<file path="src/rtl/player_motion.sv">
// Sprite motion controller: one frame tick is spread over several Clk cycles
// so every pixel step is checked against the live wall-collision flags.
module player_motion #(
  parameter int X_START     = 320,
  parameter int Y_START     = 240,
  parameter int STEP_X      = 2,
  parameter int JUMP_FRAMES = 16,
  parameter int X_MAX       = 623,
  parameter int Y_MAX       = 463
) (
  input  logic       Clk,
  input  logic       Reset,
  input  logic       frame_clk,
  input  logic [7:0] keycode,
  input  logic       BlockUp,
  input  logic       BlockDown,
  input  logic       BlockLeft,
  input  logic       BlockRight,
  output logic [9:0] BallX,
  output logic [9:0] BallY,
  output logic       Grounded,
  output logic       Jumping,
  output logic       Busy
);

  localparam int JW = $clog2(JUMP_FRAMES + 1);

  localparam logic [7:0]    KEY_LEFT  = 8'h04;
  localparam logic [7:0]    KEY_RIGHT = 8'h07;
  localparam logic [7:0]    KEY_JUMP  = 8'h1A;
  localparam logic [9:0]    X_LIM     = 10'(X_MAX);
  localparam logic [9:0]    Y_LIM     = 10'(Y_MAX);
  localparam logic [9:0]    X_RST     = 10'(X_START);
  localparam logic [9:0]    Y_RST     = 10'(Y_START);
  localparam logic [3:0]    STEP_LIM  = 4'(STEP_X);
  localparam logic [JW-1:0] JUMP_LD   = JW'(JUMP_FRAMES);
  localparam logic [JW-1:0] JUMP_ONE  = JW'(1);

  typedef enum logic [1:0] {
    WAIT,
    HMOVE,
    VMOVE
  } state_t;

  state_t        state, state_nx;
  logic          frame_q, frame_q2;
  logic          tick;
  logic [7:0]    key_q, key_nx;
  logic [3:0]    step_cnt, step_nx;
  logic [JW-1:0] jump_cnt, jump_nx;
  logic [9:0]    x_nx, y_nx;
  logic          grounded_nx;
  logic          go_left, go_right;

  assign tick     = frame_q & ~frame_q2;
  assign go_left  = (key_q == KEY_LEFT) && !BlockLeft && (BallX != 10'd0);
  assign go_right = (key_q == KEY_RIGHT) && !BlockRight && (BallX < X_LIM);
  assign Busy     = (state != WAIT);
  assign Jumping  = (jump_cnt != '0);

  always_ff @(posedge Clk or posedge Reset) begin
    if (Reset) begin
      state    <= WAIT;
      frame_q  <= 1'b0;
      frame_q2 <= 1'b0;
      key_q    <= 8'h00;
      step_cnt <= 4'd0;
      jump_cnt <= '0;
      BallX    <= X_RST;
      BallY    <= Y_RST;
      Grounded <= 1'b0;
    end else begin
      state    <= state_nx;
      frame_q  <= frame_clk;
      frame_q2 <= frame_q;
      key_q    <= key_nx;
      step_cnt <= step_nx;
      jump_cnt <= jump_nx;
      BallX    <= x_nx;
      BallY    <= y_nx;
      Grounded <= grounded_nx;
    end
  end

  always_comb begin
    state_nx    = state;
    key_nx      = key_q;
    step_nx     = step_cnt;
    jump_nx     = jump_cnt;
    x_nx        = BallX;
    y_nx        = BallY;
    grounded_nx = Grounded;
    unique case (state)
      WAIT: begin
        if (tick) begin
          key_nx   = keycode;
          step_nx  = 4'd0;
          state_nx = HMOVE;
        end
      end
      HMOVE: begin
        if (go_left || go_right) begin
          x_nx    = go_left ? BallX - 10'd1 : BallX + 10'd1;
          step_nx = step_cnt + 4'd1;
          if (step_nx == STEP_LIM) state_nx = VMOVE;
        end else begin
          state_nx = VMOVE;
        end
      end
      VMOVE: begin
        state_nx = WAIT;
        if (jump_cnt != '0) begin
          if (!BlockUp && BallY != 10'd0) begin
            y_nx    = BallY - 10'd1;
            jump_nx = jump_cnt - JUMP_ONE;
          end else begin
            jump_nx = '0;
          end
        end else if (!BlockDown && BallY < Y_LIM) begin
          y_nx        = BallY + 10'd1;
          grounded_nx = 1'b0;
        end else begin
          grounded_nx = 1'b1;
          if (key_q == KEY_JUMP) jump_nx = JUMP_LD;
        end
      end
      default: state_nx = WAIT;
    endcase
  end

endmodule

</file>
<file path="config.mk">
export PLATFORM = sky130hd
export DESIGN_NAME = player_motion
export DESIGN_NICKNAME = d
export VERILOG_FILES = /design/src/rtl/player_motion.sv
export SDC_FILE = /design/constraint.sdc
export NUM_CORES = 1
export LEC_CHECK = 0
export ABC_AREA = 1
export BUFFER_PORTS_ARGS = -buffer_cell sky130_fd_sc_hd__buf_4
export CORE_UTILIZATION = 39
export CTS_CLUSTER_DIAMETER = 150
export DETAILED_ROUTE_END_ITERATION = 6
export MAX_ROUTING_LAYER = met4
export PLACE_DENSITY = 0.54
export SKIP_CTS_REPAIR_TIMING = 1
export SLEW_MARGIN = 0
export SYNTH_ARGS = -nofsm -noshare
export SYNTH_HDL_FRONTEND = slang
export SYNTH_SLANG_ARGS = --single-unit
</file>
<file path="constraint.sdc">
create_clock -name Clk -period 5.5 [get_ports Clk]
set_clock_uncertainty 0.15 [all_clocks]
set_input_delay 0.275 -clock Clk [delete_from_list [all_inputs] [get_ports Clk]]
set_output_delay 0.275 -clock Clk [all_outputs]
set_load 0.02 [all_outputs]
</file>
Yosys cells after proc, flatten, opt, wreduce, memory -nomap -nowiden --
Index checks and enable logic that the tools add are counted.
Word-level totals: bits in registers 42, output and inout bits 23, logic and storage cells 73
Cells by class: add/subtract/negate cells 6, $lt $le $gt $ge 2, equality and inequality tests 11, muxes and demuxes 16, bitwise gates (word level) 3, reductions and logical operators 26
Operators with widths (number):
- $mux W10 | 4
- $add A10 B1 Y10 const B | 2
- $mux W5 | 4
- $reduce_bool A10 Y1 | 2
- $sub A10 B1 Y10 const B | 2
- $eq A8 B3 Y1 const B | 2
- $lt A10 B10 Y1 const B | 1
- $lt A10 B9 Y1 const B | 1
- $reduce_and A3 Y1 | 3
- $eq A8 B5 Y1 const B | 1
- $mux W4 | 2
- $pmux W4 S2 | 1
- $reduce_and A2 Y1 | 4
- $reduce_bool A2 Y1 | 4
- $logic_and A1 B1 Y1 | 6
- $mux W2 | 3
- $ne A2 B2 Y1 const B | 3
- $reduce_bool A5 Y1 | 1
- $sub A5 B1 Y5 const B | 1
- $add A4 B1 Y4 const B | 1
- $eq A4 B2 Y1 const B | 1
- $logic_not A1 Y1 | 4
- $pmux W2 S2 | 1
- $ne A3 B3 Y1 const B | 1
- other kinds (8) | 9

Depth between registers and ports, before layout --
word-level depth 6, depth in mapped cells 19

Worst setup path before layout --
No wires, ideal clock.
path kind register -> register, from register BallX[6], to register BallX[9], data arrival time 2.111 ns, required time 5.230 ns, setup slack 3.118 ns, cell stages (with the launch flop) 18, path buffers 0, clock period less this slack 2.382 ns, cell sequence dfstp_2 > inv_1 > nand3_1 > nor2_2 > inv_1 > nand3_2 > inv_1 > ha_1 > a21oi_1 > nand2_1 > nand2_1 > nand2_1 > nor2_1 > inv_1 > nand2_1 > nand2_1 > nand2_1 > nand2_1
On the way: longest elaborated chain between the ends 4
Ends and longest elaborated chain:
- start: declaration | line 19 | output logic [9:0] BallX,
- start signal: assignment | line 79 | BallX <= x_nx;
- $lt A10 B10 Y1 or $reduce_bool A10 Y1 (tied branches) | line 57, 56
- $logic_and A1 B1 Y1 (on tied branches) | line 57, 56
- $logic_or A1 B1 Y1 | line 102 | if (go_left || go_right) begin
- $reduce_and A2 Y1 (no source line)
Several ways; a longest one is shown, not always the timed one. A chain may end at the register's enable or synchronous reset.

Worst setup path in the final report --
from register BallX[8], to register BallX[9]
Same word-level chain as after synthesis.

==> out/metrics.csv <==
stage;metric;value;unit
timing;worst hold slack;-45.0;ps
setup_path;CP endpoint kind;flop;
placed_design;routability congestion estimate;0.840;
synth;mux contribution to synthesized area;0;%
run;Max-cap violations;0;
status;outcome;complete, but fails checks;
drt;vias per cell;4.77;
setup_path;startpoint class of the critical path;flop;
min_path;type of the worst min-delay path;in -> async;
setup_path;Critical R2R Capture;BallX[9];
global_routing;largest net degree at the start of global routing;43;
clock_tree;CTS buffer count;5;
synth;XOR/XNOR Fraction of Synth Area;4.64;%
timing;Slew HR;51.1;%
synth;synthesized area per cell;7.57;sq um
die;die area;8100;sq um
setup_path;crit path kind;reg -> reg;
die;IO Pins;38;
timing;Final period util;47.0;%
timing;Max Clk Rate;387;MHz
timing;final setup fails;0;
setup_path;Max FO, Critical Path;9;
timing;RSZ-0062 raised after global routing;false;
setup_path;Req. time, crit path;5530;ps
synth;Synthesis Warnings;0;
timing;Final Critical Period;2590;ps
global_routing;first-pass GRT wire length;11.2;mm
finish;Layout area overhead;16.1;%
drt;final WL;6.24;mm
setup_path;worst r2r path cells;17;
clock_tree;TritonCTS clock tree;done;
synth;Async SR Flop Fraction;100;%
clock_tree;Clock Path Buffers;2;
finish;final cell count without fillers;540;
timing;Final TNS setup;0;ps
power;Peak VDD IR;0.000218;V
global_routing;initial antenna violation count;0;
timing;Final Hold Viols;36;
die;core area;7370;sq um
drt;vias;2578;
synth;Post-synth EDFFs;0;
die;Rows;31;
finish;Final #Nets;477;
setup_path;reg-to-reg startpoint;BallX[8];
die;die height;90.0;microns
status;failing checks;negative hold slack;
synth;Top FF cell, synth;dfrtp_1;
synth;sequential element share of the synthesized area;35.0;%
synth;mapped cell area;3020;sq um
synth;Yosys cell types;37;
timing;worst slew pin tran;732;ps
placed_design;placed cells;531;
synth;Post-Syn Instances;399;
drt;post-route ant nets;0;
placed_design;I/O Buffers;37;
finish;ANT cells;0;
setup_path;WP data arrival;2610;ps
clock_tree;clk root buf;clkbuf_8;
clock_tree;CTS Sinks;42;
synth;Synth Area in Simple Gates;34.6;%
synth;Yosys reg bits;42;
clock_tree;Worst-path clk slew;80;ps
drt;1st-iter DRT viols;124;
global_routing;total grt overflow;0;
synth;Compound-Gate Fraction of Synth Area;8.12;%
clock_tree;H-tree depth;2;
die;chip width;90.0;microns
power;Power per Cell Area;417;nW/um^2
drt;WL/cell;11.6;microns
synth;largest family of logic cells by synthesized area;simple AND/OR/NAND/NOR gates;
placed_design;detailed-placement wirelength estimate;4.83;mm
synth;Synth Net Count;436;
setup_path;r2r setup slk;2910;ps
drt;DR pass1 iterations;6;
clock_tree;Clk Latency, worst-skew pair;290;ps
global_routing;vias in the first global route;2462;
synth;Synth Area in Adders;9.61;%
die;Initial Util;41.0;%
timing;max-slew violation count;0;
finish;ratio of cells with drive above 1 in the final layout;18.1;%
drt;drc violations;0;
power;Leak;1.84;nW
global_routing;gr usage total;16.9;%
how the worst max path moves through the flow:
stage          slack (ps)  cells past startpoint      from        to
4_1_cts              2910                     17  BallX[2]  BallX[9]
2_1_floorplan        3120                     17  BallX[6]  BallX[9]
3_5_place_dp         2940                     17  BallX[1]  BallX[9]
3_3_place_gp         2980                     17  BallX[1]  BallX[9]
5_1_grt              2550                     17  BallX[3]  BallX[9]
6_report             2910                     17  BallX[8]  BallX[9]
through the flow:
| stage | worst slack [ps] | total power (W) | hold WS (ps) | util, % | instance area [sq um] |
|---|---|---|---|---|---|
| floorplan | 3120 | 0.00104 | 156 | - | 3020 |
| global placement | 2980 | 0.00122 | 212 | 46.0 | 3390 |
| detailed placement | 2940 | 0.00123 | 216 | 46.0 | 3390 |
| CTS | 2910 | 0.00148 | -64.5 | 47.5 | 3500 |
| global route | 2550 | 0.00161 | 8.65 | 47.6 | 3510 |
| finish | 2910 | 0.00146 | -45.0 | 47.6 | 3510 |
kinds of logic after synthesis:
family / Yosys count
AOI/OAI and AO/OA: 42
xor gates and xnor gates: 16
adders and majority gates: 22
buffers and inverters: 58
DFF: 42
and+or+nand+nor: 219
placed cells by master (no fill, tap or decap), drive strengths merged, types with 6 or more instances in the layout:
cell,instances
a21oi,20
nand2,107
xnor2,7
nand3,43
buf,38
inv,52
dfstp,6
nor2,51
o21ai,13
nand4,6
clkbuf,6
xor2,9
dfrtp,36
nor3,7
ha,20
metal layers:
| layer | up-vias | GRT usage, % | share of wire (%) |
|---|---|---|---|
| li1 | 1370 | - | - |
| met1 | 1176 | 23.0 | 51 |
| met2 | 30 | 26.6 | 45 |
| met3 | 2 | 3.38 | 3.5 |
| met4 | 0 | 2.82 | 0.38 |
| met5 | - | - | 0 |
critical path, stage by stage, from the launching register on:
cell,delay (ps)
dfstp_2,570
nor2_1,60
nand3_1,80
nor2_2,50
inv_1,60
nand3_2,70
inv_1,280
ha_1,360
a21oi_1,210
nand2_1,100
nand2_1,60
nand2_1,40
nor2_1,120
inv_1,50
nand2_1,60
nand2_1,40
nand2_1,50
nand2_1,50
where the power goes:
group,total (W),internal (W),switching [W]
clock,0.000240,0.000135,0.000104
sequential,0.000461,0.000386,0.0000752
combinational,0.000763,0.000305,0.000458
total,0.00146,0.000826,0.000638
layout make-up:
type	count	area [sq um]
Sequential cell	42	1060
Tap cell	99	124
Inverter	53	199
Clock buffer	6	72.6
Fill cell	776	3860
Timing Repair Buffer	39	295
Clock inverter	2	37.5
Multi-Input combinational cell	299	1720
Yosys cell counts, drive strengths merged, types with 6 or more instances:
| cell | instances | area, sq um |
|---|---|---|
| a21oi | 20 | 100 |
| dfrtp | 36 | 901 |
| dfstp | 6 | 158 |
| ha | 20 | 250 |
| inv | 53 | 199 |
| nand2 | 107 | 437 |
| nand3 | 43 | 270 |
| nand4 | 6 | 43.8 |
| nor2 | 51 | 211 |
| nor3 | 7 | 46.3 |
| o21ai | 13 | 80.1 |
| xnor2 | 7 | 61.3 |
| xor2 | 9 | 78.8 |
registers in the layout, summed over array words and instances (netlist names):
signal    count
state         2
frame_q       1
Grounded      1
BallY        10
key_q         8
BallX        10
step_cnt      4
jump_cnt      5
frame_q2      1
Note: power is estimated with default switching activity, not from simulation.
